### config.mk
export PLATFORM = sky130hd
export DESIGN_NAME = vga_sync_decoder_flat
export DESIGN_NICKNAME = d
export VERILOG_FILES = /design/src/rtl/vga_pkg.sv /design/src/rtl/vga_sync_decoder_if.sv /design/src/rtl/sync_2ff.sv /design/src/rtl/vga_sync_decoder.sv /design/src/flat_wrapper.sv
export SDC_FILE = /design/constraint.sdc
export NUM_CORES = 1
export LEC_CHECK = 0
export CAP_MARGIN = 20
export CORE_ASPECT_RATIO = 0.75
export CORE_MARGIN = 3
export CORE_UTILIZATION = 30
export CTS_CLUSTER_DIAMETER = 150
export CTS_CLUSTER_SIZE = 20
export DETAILED_ROUTE_END_ITERATION = 10
export HOLD_SLACK_MARGIN = 0.1
export PLACE_DENSITY = 0.53
export SYNTH_ARGS = -nofsm -noshare
export SYNTH_HDL_FRONTEND = slang
export SYNTH_HIERARCHICAL = 1
export SYNTH_SLANG_ARGS = --single-unit
### constraint.sdc
create_clock -name CLOCK_50 -period 3.46 [get_ports CLOCK_50]
set_input_delay 0.519 -clock CLOCK_50 [delete_from_list [all_inputs] [get_ports CLOCK_50]]
set_output_delay 0.519 -clock CLOCK_50 [all_outputs]
set_load 0.02 [all_outputs]
### src/rtl/vga_pkg.sv
// vga_pkg: shared VGA timing defaults, decoder state encoding and helpers
package vga_pkg;
  localparam int H_TOTAL_DEF = 793;
  localparam int V_TOTAL_DEF = 525;
  localparam int H_ACTIVE_START_DEF = 145;
  localparam int V_ACTIVE_START_DEF = 36;
  localparam int LOCK_FRAMES_DEF = 2;
  typedef enum logic [1:0] {SEARCH, ACQUIRE, LOCKED} state_t;
  function automatic logic [10:0] sat_inc(input logic [10:0] v);
    return (v == 11'h7ff) ? v : v + 11'd1;
  endfunction
endpackage

### src/rtl/vga_sync_decoder_if.sv
// vga_sync_decoder_if: raw sync inputs and recovered timing outputs of the decoder
interface vga_sync_decoder_if;
  logic pix_en;
  logic VGA_HS;
  logic VGA_VS;
  logic [10:0] x;
  logic [10:0] y;
  logic ativo;
  logic locked;
  logic frame_start;
  logic [10:0] h_len;
  logic [10:0] v_len;
  logic [7:0] err_cnt;
  modport master (
    output pix_en, VGA_HS, VGA_VS,
    input  x, y, ativo, locked, frame_start, h_len, v_len, err_cnt
  );
  modport slave (
    input  pix_en, VGA_HS, VGA_VS,
    output x, y, ativo, locked, frame_start, h_len, v_len, err_cnt
  );
endinterface

### src/rtl/sync_2ff.sv
// sync_2ff: two-flop synchronizer for one asynchronous bit
module sync_2ff #(
  parameter logic RST_VAL = 1'b1
) (
  input  logic clk,
  input  logic rst_n,
  input  logic d,
  output logic q
);
  logic meta;
  // first flop may go metastable, second hands a settled value to the core
  always_ff @(posedge clk or negedge rst_n)
    if (!rst_n) {q, meta} <= {RST_VAL, RST_VAL};
    else {q, meta} <= {meta, d};
endmodule

### src/rtl/vga_sync_decoder.sv
// vga_sync_decoder: recovers x/y position, active video and lock status from VGA syncs
module vga_sync_decoder
  import vga_pkg::*;
#(
  parameter int H_TOTAL = H_TOTAL_DEF,
  parameter int V_TOTAL = V_TOTAL_DEF,
  parameter int H_ACTIVE_START = H_ACTIVE_START_DEF,
  parameter int V_ACTIVE_START = V_ACTIVE_START_DEF,
  parameter int LOCK_FRAMES = LOCK_FRAMES_DEF
) (
  input logic CLOCK_50,
  input logic RESET_N,
  vga_sync_decoder_if.slave bus
);
  localparam logic [10:0] HT = 11'(H_TOTAL);
  localparam logic [10:0] VT = 11'(V_TOTAL);
  localparam logic [10:0] HA = 11'(H_ACTIVE_START);
  localparam logic [10:0] VA = 11'(V_ACTIVE_START);
  localparam logic [7:0] LF = 8'(LOCK_FRAMES);
  localparam logic [11:0] WD = 12'(2 * H_TOTAL);

  logic hs_s, vs_s, hs_prev, vs_prev;
  logic hs_fall, vs_fall, line_bad, wd_fire;
  logic [10:0] x_inc, y_inc, x_n, y_n, h_len_n, v_len_n;
  logic [7:0] good, good_n, err_n;
  logic [11:0] wd, wd_n;
  logic line_err, line_err_n, locked_n, ativo_n;
  state_t state, state_n;

  sync_2ff #(.RST_VAL(1'b1)) u_hs_sync (.clk(CLOCK_50), .rst_n(RESET_N), .d(bus.VGA_HS), .q(hs_s));
  sync_2ff #(.RST_VAL(1'b1)) u_vs_sync (.clk(CLOCK_50), .rst_n(RESET_N), .d(bus.VGA_VS), .q(vs_s));

  // counters, edge detection and lock FSM next-state; a VS fall always wins over an HS-only fall
  always_comb begin
    hs_fall = bus.pix_en && hs_prev && !hs_s;
    vs_fall = bus.pix_en && vs_prev && !vs_s;
    x_inc = sat_inc(bus.x);
    y_inc = sat_inc(bus.y);
    line_bad = hs_fall && x_inc != HT;
    x_n = !bus.pix_en ? bus.x : hs_fall ? 11'd0 : x_inc;
    y_n = !bus.pix_en ? bus.y : vs_fall ? 11'd0 : hs_fall ? y_inc : bus.y;
    h_len_n = hs_fall ? x_inc : bus.h_len;
    v_len_n = vs_fall ? y_inc : bus.v_len;
    wd_n = !bus.pix_en ? wd : hs_fall ? 12'd0 : wd + 12'd1;
    wd_fire = bus.pix_en && !hs_fall && wd_n == WD;
    state_n = state;
    good_n = good;
    line_err_n = line_err;
    err_n = bus.err_cnt;
    case (state)
      SEARCH: begin
        if (vs_fall) begin
          state_n = ACQUIRE;
          good_n = 8'd0;
          line_err_n = 1'b0;
        end
      end
      ACQUIRE: begin
        if (vs_fall) begin
          good_n = (y_inc == VT && !line_err && !line_bad) ? good + 8'd1 : 8'd0;
          line_err_n = 1'b0;
          state_n = (good_n == LF) ? LOCKED : ACQUIRE;
        end else if (line_bad) begin
          line_err_n = 1'b1;
        end
      end
      LOCKED: state_n = (line_bad || (vs_fall && y_inc != VT)) ? SEARCH : LOCKED;
      default: state_n = SEARCH;
    endcase
    if (wd_fire) state_n = SEARCH;
    if (state == LOCKED && state_n == SEARCH && bus.err_cnt != 8'hff) err_n = bus.err_cnt + 8'd1;
    locked_n = state_n == LOCKED;
    ativo_n = locked_n && x_n >= HA && y_n >= VA && x_n < HT && y_n < VT;
  end

  // state and every output are registered; ativo is built from the same next values as x/y/locked
  always_ff @(posedge CLOCK_50 or negedge RESET_N)
    if (!RESET_N) begin
      hs_prev <= 1'b1;
      vs_prev <= 1'b1;
      state <= SEARCH;
      good <= 8'd0;
      line_err <= 1'b0;
      wd <= 12'd0;
      bus.x <= 11'd0;
      bus.y <= 11'd0;
      bus.h_len <= 11'd0;
      bus.v_len <= 11'd0;
      bus.ativo <= 1'b0;
      bus.locked <= 1'b0;
      bus.frame_start <= 1'b0;
      bus.err_cnt <= 8'd0;
    end else begin
      hs_prev <= bus.pix_en ? hs_s : hs_prev;
      vs_prev <= bus.pix_en ? vs_s : vs_prev;
      state <= state_n;
      good <= good_n;
      line_err <= line_err_n;
      wd <= wd_fire ? 12'd0 : wd_n;
      bus.x <= x_n;
      bus.y <= y_n;
      bus.h_len <= h_len_n;
      bus.v_len <= v_len_n;
      bus.ativo <= ativo_n;
      bus.locked <= locked_n;
      bus.frame_start <= vs_fall;
      bus.err_cnt <= err_n;
    end
endmodule

### src/flat_wrapper.sv
// flat-port wrapper written by rule: the top's interface ports become plain ports
module vga_sync_decoder_flat import vga_pkg::*;
#(
  parameter int H_TOTAL = H_TOTAL_DEF,
  parameter int V_TOTAL = V_TOTAL_DEF,
  parameter int H_ACTIVE_START = H_ACTIVE_START_DEF,
  parameter int V_ACTIVE_START = V_ACTIVE_START_DEF,
  parameter int LOCK_FRAMES = LOCK_FRAMES_DEF
)
  (CLOCK_50, RESET_N, bus_pix_en, bus_VGA_HS, bus_VGA_VS, bus_x, bus_y, bus_ativo, bus_locked, bus_frame_start, bus_h_len, bus_v_len, bus_err_cnt);
  vga_sync_decoder_if bus_i ();
  input logic CLOCK_50;
  input logic RESET_N;
  input wire logic [$bits(bus_i.pix_en)-1:0] bus_pix_en;
  input wire logic [$bits(bus_i.VGA_HS)-1:0] bus_VGA_HS;
  input wire logic [$bits(bus_i.VGA_VS)-1:0] bus_VGA_VS;
  output wire logic [$bits(bus_i.x)-1:0] bus_x;
  output wire logic [$bits(bus_i.y)-1:0] bus_y;
  output wire logic [$bits(bus_i.ativo)-1:0] bus_ativo;
  output wire logic [$bits(bus_i.locked)-1:0] bus_locked;
  output wire logic [$bits(bus_i.frame_start)-1:0] bus_frame_start;
  output wire logic [$bits(bus_i.h_len)-1:0] bus_h_len;
  output wire logic [$bits(bus_i.v_len)-1:0] bus_v_len;
  output wire logic [$bits(bus_i.err_cnt)-1:0] bus_err_cnt;
  assign bus_i.pix_en = bus_pix_en;
  assign bus_i.VGA_HS = bus_VGA_HS;
  assign bus_i.VGA_VS = bus_VGA_VS;
  assign bus_x = bus_i.x;
  assign bus_y = bus_i.y;
  assign bus_ativo = bus_i.ativo;
  assign bus_locked = bus_i.locked;
  assign bus_frame_start = bus_i.frame_start;
  assign bus_h_len = bus_i.h_len;
  assign bus_v_len = bus_i.v_len;
  assign bus_err_cnt = bus_i.err_cnt;
  vga_sync_decoder #(.H_TOTAL(H_TOTAL), .V_TOTAL(V_TOTAL), .H_ACTIVE_START(H_ACTIVE_START), .V_ACTIVE_START(V_ACTIVE_START), .LOCK_FRAMES(LOCK_FRAMES)) u_core (.CLOCK_50(CLOCK_50), .RESET_N(RESET_N), .bus(bus_i));
endmodule
==> summary.md, run 1 <==
| Metric | Value |
|---|---|
| Startpoint Class | `flip-flop` |
| Area leader, netlist | `dfrtp_1` |
| CTS sink count | `between 80 and 90` |
| TritonCTS clock tree | `built` |
| DP HPWL | `9.84 mm` |
| Top cells by area, synth | `dfrtp_1 (41%), nand2_1 (4.8%), o21ai_0 (3.5%), dfstp_2 (3.3%), nand3_1 (2.6%)` |
| Fillers | `around 1.5k` |
| Met3 WL post-DR | `approximately 660 µm` |
| Worst hold margin | `~170 ps` |
| Post-synth top area share | `40.5%` |
| 1st-iter DRT viols | `between 300 and 400` |
| Clk_skew | `5.41 ps` |
| Max FO, Critical Path | `9` |
| Max Fclk | `between 300 and 400 MHz` |
| Post-Syn Area per Cell | `between 9 and 10 µm²` |
| Clock transition at path regs | `60 ps` |
| First-pass GRT wire length | `between 20 and 25 mm` |
| Cell internal pwr | `approximately 2.0 mW` |
| Sequential share of the synthesized area | `43.8%` |
| Overall power | `2.90 mW` |
| Depth of the most critical reg-to-reg path | `8` |
| Sw Pwr | `0.916 mW` |
| TritonCTS Buffers | `9` |
| Vias | `roughly 4.3k` |
| Post-synth EDFFs | `0` |
| Seq pwr share | `between 40 and 50%` |
| Most frequent cells in the layout | `dfrtp_1 (78), nand2_1 (62), clkdlybuf4s50_1 (58)` |
| Largest net degree at the start of global routing | `84` |
| Critical-path cell list | `ha_1 > nand4_1 > and4_1 > or2_2 > o2111ai_1 > nand2_1 > a31oi_1 > mux2_2` |
| Final Setup Violations | `0` |
| Setup TNS | `0 ps` |
| Util after Layout | `~39%` |
| Vias/cell | `5.46` |
| Layout cell share with drive strength beyond 1 | `between 10 and 15%` |
| Metal2 WL | `5.88 mm` |
| Gp weighted congestion | `0.897` |
| CTS resizes | `0` |
| Wl on met1 | `between 6 and 7 mm` |
| Boundary Pins | `60` |
| Combinational power share | `24.2%` |
| Die area | `17600 µm²` |
| PortBufs | `between 50 and 60` |
| Main synth FF type | `dfrtp_1` |
| CTS Hold Buffers Added | `0` |
| Top routing layer in use | `met4` |
| H-Tree Depth | `3` |
| Sw frac | `between 30% and 40%` |
| DRT antenna net count | `0` |
| Ys async rst share | `between 90% and 100%` |
| Crit. End Element | `flip-flop` |
| Die W | `152 µm` |
| Post-Layout Cell Count | `just under 800` |
| Fin. max-slew vios | `0` |
| Detailed-route DRC error count | `0` |
| Static Leak | `2.43 nW` |
| CP max-delay cell | `dfrtp_1` |
| Ant. Diodes | `0` |
| Max Cap Viol | `0` |
| GRT Total Usage | `between 10% and 20%` |
| CP max stage delay | `500 ps` |
| Initial antenna violation count | `0` |
| Clock share of power | `about a third` |
| Most common cell after layout, fill and taps aside | `dfrtp_1` |
| Status | `finished, final reports clean` |
| P per Cell Area | `around 490 nW/µm²` |
| Gr ovfl total | `0` |
| Final WL | `13.6 mm` |
| Vias in the first global route | `roughly 4.1k` |
| Post-synthesis cell type count | `70` |
| Kind of critical path | `flip-flop to flip-flop` |
| Clock tree buffer depth | `2` |
| Area grow syn2layout | `24.0%` |
| Syn nets | `between 500 and 600` |
| CP arrival | `approximately 3200 ps` |
| HP Class | `input pin to asynchronous set/reset pin` |
| Slew HR | `47.7%` |
| Initial Util | `a little under a third` |
| Syn Inst Count | `around 530` |
| IR drop worst, VDD | `approximately 0.00022 V` |
| Period utilisation layout | `between 80% and 90%` |
| TritonRoute pass-1 iters | `5` |
| CTS Root Cell | `clkbuf_16` |
| Number of placement rows | `39` |
| Chip Height | `between 100 and 150 µm` |
| Clk_lat worst skew | `340 ps` |
| Worst Tran Pin Value | `778 ps` |
| Dpl cells | `slightly below 800` |
| RSZ-0062 raised after global routing | `no` |
| Setup Buffers After CTS | `0` |
| Hold Fails Final Rpt | `0` |
| CP required | `roughly 3700 ps` |
| # nets final | `594` |
| Final Critical Period | `between 2000 and 3000 ps` |
| Ys Warns | `6` |
| Core area | `15500 µm²` |
| WL per Instance | `approximately 17 µm` |
| Flops & latches, synth | `84` |
| Mapped cell area | `approximately 4800 µm²` |
-- logic make-up (layout without fill, tap and decap cells) --
family                     after synthesis  in the layout  synth area share [%]
AOI/OAI and AO/OA                      133            133                  19.7
adders and majority gates                5              5                  1.30
DFF                                     84             84                  43.8
buffers and inverters                   52            115                  4.88
and+or+nand+nor                        220            220                  24.3
muxes                                    9              9                  2.03
xor gates and xnor gates                22             22                  4.00
-- flip-flops by register name, summed over array words and instances, names as in the netlist --
| name | flops |
|---|---|
| u_core/bus.ativo | 1 |
| u_core/wd | 12 |
| u_core/u_vs_sync/meta | 1 |
| u_core/vs_prev | 1 |
| u_core/state | 2 |
| u_core/bus.err_cnt | 8 |
| u_core/line_err | 1 |
| u_core/bus.v_len | 11 |
| u_core/good | 8 |
| u_core/u_vs_sync/q | 1 |
| u_core/hs_prev | 1 |
| u_core/u_hs_sync/q | 1 |
| u_core/bus.y | 11 |
| u_core/u_hs_sync/meta | 1 |
| u_core/bus.x | 11 |
| u_core/bus.h_len | 11 |
| u_core/bus.locked | 1 |
| u_core/bus.frame_start | 1 |
-- metrics by stage --
step / cell area, µm² / setup WS (ps)
final: 5970 / 469
after global routing: 5970 / 270
after CTS: 5950 / 495
after detailed placement: 5670 / 238
after global placement: 5670 / 288
after floorplan: 4820 / 735
-- area by class of cell --
class	count	area, µm²	area share (%)
clock buffers	13	250	4.19
well taps	205	256	4.29
multi-input cells	389	2470	41.4
repair buffers	84	788	13.2
inverters	16	60.1	1.01
flip-flops and latches	84	2110	35.3
clock inverters	2	35.0	0.587
-- critical path, delay by kind of cell (launching register included) --
kind                       cells  cell delay (ps)
AOI/OAI and AO/OA              2              540
adders and majority gates      1              410
DFF                            1              500
muxes                          1              370
and+or+nand+nor                4             1050
-- worst paths after layout --
kind	from	to	slack (ps)
max	u_core/bus.y[1]$_DFF_PN0_	u_core/bus.err_cnt[1]$_DFFE_PN0P_	470
min	RESET_N	u_core/bus.v_len[10]$_DFFE_PN0P_	170
max reg2reg	u_core/bus.y[1]$_DFF_PN0_	u_core/bus.err_cnt[1]$_DFFE_PN0P_	470
min reg2reg	u_core/u_hs_sync/meta$_DFF_PN1_	u_core/u_hs_sync/q$_DFF_PN1_	350
max in group asynchronous	RESET_N	u_core/hs_prev$_DFFE_PN1P_	2590
min in group CLOCK_50	u_core/u_hs_sync/meta$_DFF_PN1_	u_core/u_hs_sync/q$_DFF_PN1_	350
-- synth_stat cells, types with 5 or more instances --
| cell type | number |
|---|---|
| mux2_2 | 6 |
| o211a_1 | 6 |
| nor3_1 | 14 |
| o31ai_1 | 8 |
| nand3_1 | 25 |
| xnor2_1 | 10 |
| and4_1 | 5 |
| nor4_1 | 12 |
| buf_1 | 5 |
| nand4_1 | 19 |
| dfrtp_1 | 78 |
| a41oi_1 | 9 |
| nor2b_1 | 5 |
| nor2_1 | 30 |
| buf_2 | 14 |
| xor2_1 | 12 |
| a31oi_1 | 17 |
| ha_1 | 5 |
| clkbuf_1 | 14 |
| a21oi_1 | 19 |
| nand2_1 | 62 |
| dfstp_2 | 6 |
| and2_1 | 6 |
| nand2b_1 | 7 |
| and3_1 | 11 |
| inv_1 | 16 |
| o21ai_0 | 34 |
-- routing by layer --
layer | vias to the layer above | global-route usage (%)
li1 | 2071 | -
met1 | 2115 | 23.1
met2 | 135 | 22.8
met3 | 9 | 3.92
met4 | 0 | 3.53
met5 | - | 0
-- power groups by stage --
stage	clock network [mW]	registers, mW	logic, mW
global placement	0	1.27	0.704
floorplan	0	1.30	0.345
CTS	0.985	1.25	0.706
detailed placement	0	1.27	0.702
global route	1.02	1.27	0.769
finish	0.949	1.25	0.704
Note: power is estimated with default switching activity, not from simulation.
==> run 2, diff against run 1 <==
Settings changed: MAX_ROUTING_LAYER set to met4.
==> run 2 against run 1 <==
- clock power grew 5.0%
- power increased by 2.0%
- die area did not move
==> summary.md, run 2 (same netlist as run 1, synthesis figures left out) <==
| Metric | Value |
|---|---|
| Status | `finished, final reports clean (unchanged)` |
| Number of flip-flops in the largest register | `12 (unchanged)` |
| Crit. End Element | `flip-flop (unchanged)` |
| Initial antenna violation count | `0 (unchanged)` |
| Chip Height | `116 µm (unchanged)` |
| Area grow syn2layout | `24.8% (was 24.0%)` |
| Worst Tran Pin Value | `540 ps (was 778 ps)` |
| Die W | `152 µm (unchanged)` |
| R2R Setup Slk | `400 ps (was 470 ps)` |
| Max FO, Critical Path | `9 (unchanged)` |
| Initial Util | `31.1% (unchanged)` |
| Biggest register | `u_core/wd (unchanged)` |
| Worst hold margin | `356 ps (was 168 ps)` |
| Ant. Diodes | `0 (unchanged)` |
| Final Setup Violations | `0 (unchanged)` |
| Multi-input gate area in the final layout | `2470 µm² (unchanged)` |
| DRT antenna net count | `0 (unchanged)` |
| Final WL | `13.9 mm (was 13.6 mm)` |
| CP arrival | `3310 ps (was 3210 ps)` |
| Slew HR | `63.7% (was 47.7%)` |
| Vias in the first global route | `4267 (was 4122)` |
| Max Fclk | `327 MHz (was 334 MHz)` |
| Clock tree buffer depth | `2 (unchanged)` |
| Clk_lat worst skew | `350 ps (was 340 ps)` |
| Top routing layer in use | `met4 (unchanged)` |
| Number of placement rows | `39 (unchanged)` |
| TritonRoute pass-1 iters | `5 (unchanged)` |
| TritonCTS Buffers | `9 (unchanged)` |
| Clock transition at path regs | `60 ps (about the same)` |
| Boundary Pins | `60 (unchanged)` |
| Max Cap Viol | `0 (unchanged)` |
| Fin worst setup slack | `399 ps (was 469 ps)` |
| Met3 WL post-DR | `774 µm (was 660 µm)` |
| Most frequent cells in the layout | `dfrtp_1 (78), nand2_1 (62), clkdlybuf4s50_1 (58) (unchanged)` |
| HP Class | `flip-flop to flip-flop (was input pin to asynchronous set/reset pin)` |
| Kind of critical path | `flip-flop to flip-flop (unchanged)` |
| DP HPWL | `10.0 mm (was 9.84 mm)` |
| IR drop worst, VDD | `0.000221 V (was 0.000225 V)` |
| Final Critical Period | `3060 ps (was 2990 ps)` |
| Period utilisation layout | `88.5% (was 86.4%)` |
| CTS resizes | `0 (unchanged)` |
| Layout cell share with drive strength beyond 1 | `11.7% (was 11.4%)` |
| CP required | `3710 ps (was 3680 ps)` |
| GRT Total Usage | `16.6% (was 15.5%)` |
| Static Leak | `2.44 nW (was 2.43 nW)` |
| Design Area, Final | `6010 µm² (was 5970 µm²)` |
| Gp weighted congestion | `0.919 (was 0.897)` |
| TritonCTS clock tree | `built (unchanged)` |
| WL per Instance | `17.5 µm (was 17.1 µm)` |
| Core area | `15500 µm² (unchanged)` |
| Post-Place Worst Slack | `221 ps (was 238 ps)` |
| Vias/cell | `5.53 (was 5.46)` |
| Most common cell after layout, fill and taps aside | `dfrtp_1 (unchanged)` |
| Hold path cells | `0` |
| Metal2 WL | `6.23 mm (was 5.88 mm)` |
| CTS sink count | `84 (unchanged)` |
| P per Cell Area | `493 nW/µm² (was 486 nW/µm²)` |
| CTS Root Cell | `clkbuf_16 (unchanged)` |
| 1st-iter DRT viols | `387 (was 315)` |
| Overall power | `2.96 mW (was 2.90 mW)` |
| Depth of the most critical reg-to-reg path | `9 (was 8)` |
| Setup TNS | `0 ps (unchanged)` |
| Clk_skew | `7.23 ps (was 5.41 ps)` |
| First-pass GRT wire length | `23.0 mm (was 22.3 mm)` |
| Worst Hold End | `u_core/u_hs_sync/q$_DFF_PN1_` |
| Wl on met1 | `6.82 mm (was 6.91 mm)` |
| Sequential Area | `2110 µm² (unchanged)` |
| FF-to-FF Start | `u_core/bus.x[1]$_DFF_PN0_ (was u_core/bus.y[1]$_DFF_PN0_)` |
| Die area | `17600 µm² (unchanged)` |
| Post-DP Area | `5670 µm² (unchanged)` |
| Vias | `4393 (was 4330)` |
| Hold Fails Final Rpt | `0 (unchanged)` |
| Detailed-route DRC error count | `0 (unchanged)` |
| Gr ovfl total | `0 (unchanged)` |
| RR Endpoint | `u_core/good[7]$_DFFE_PN0P_ (was u_core/bus.err_cnt[1]$_DFFE_PN0P_)` |
| H-Tree Depth | `3 (unchanged)` |
| # nets final | `595 (was 594)` |
| Fin. max-slew vios | `0 (unchanged)` |
| Startpoint Class | `flip-flop (unchanged)` |
| RSZ-0062 raised after global routing | `no (unchanged)` |
| Fillers | `1507 (was 1531)` |
| Largest net degree at the start of global routing | `84 (unchanged)` |
| HP Start | `u_core/u_hs_sync/meta$_DFF_PN1_` |
| PortBufs | `59 (unchanged)` |
-- run 2: layout make-up --
type	count	area share, %
multi-input cells	389	41.1
clock buffers	13	4.33
clock inverters	3	0.750
inverters	16	0.999
well taps	205	4.27
flip-flops and latches	84	35.1
repair buffers	85	13.4
-- run 2: worst max path at each step --
stage	startpoint	end	slack [ps]	cells after the start
6_report	u_core/bus.x[1]$_DFF_PN0_	u_core/good[7]$_DFFE_PN0P_	400	9
5_1_grt	u_core/bus.x[1]$_DFF_PN0_	u_core/good[7]$_DFFE_PN0P_	140	9
4_1_cts	u_core/bus.x[1]$_DFF_PN0_	u_core/good[7]$_DFFE_PN0P_	440	9
3_5_place_dp	bus_pix_en	u_core/bus.err_cnt[4]$_DFFE_PN0P_	220	10
3_3_place_gp	bus_pix_en	u_core/bus.ativo$_DFF_PN0_	260	9
2_1_floorplan	u_core/bus.x[1]$_DFF_PN0_	u_core/bus.ativo$_DFF_PN0_	730	11
-- run 2: stage by stage --
| stage | std cells | utilization, % |
|---|---|---|
| finish | 795 | 38.8 |
| global route | 795 | 38.8 |
| CTS | 793 | 38.6 |
| detailed placement | 777 | 36.6 |
| global placement | 777 | 36.6 |
| floorplan | 525 | - |
-- run 2: timing repair --
action	4_1_cts	5_1_grt
hold buffers	0	1
setup buffers	0	0
endpoints found under the hold margin	0	19
-- run 2: per-layer routing --
metal / up-vias / track usage, %
met5: - / -
met1: 2171 / 23.5
met2: 138 / 24.5
met3: 4 / 4.11
met4: 0 / 3.17
li1: 2080 / -
-- run 2: critical path, stage by stage, from the launching register on --
cell and delay, ps:
dfrtp_1 490, ha_1 250, buf_4 180, nand3_1 170
nor4_1 520, o2bb2ai_1 200, o31ai_4 400, buf_4 220
nand3_1 230, o22ai_1 290
-- run 2: report_power, final --
group / total (mW) / switching [mW] / internal, mW
sequential: 1.26 / 0.159 / 1.10
combinational: 0.711 / 0.394 / 0.317
clock: 0.996 / 0.396 / 0.600
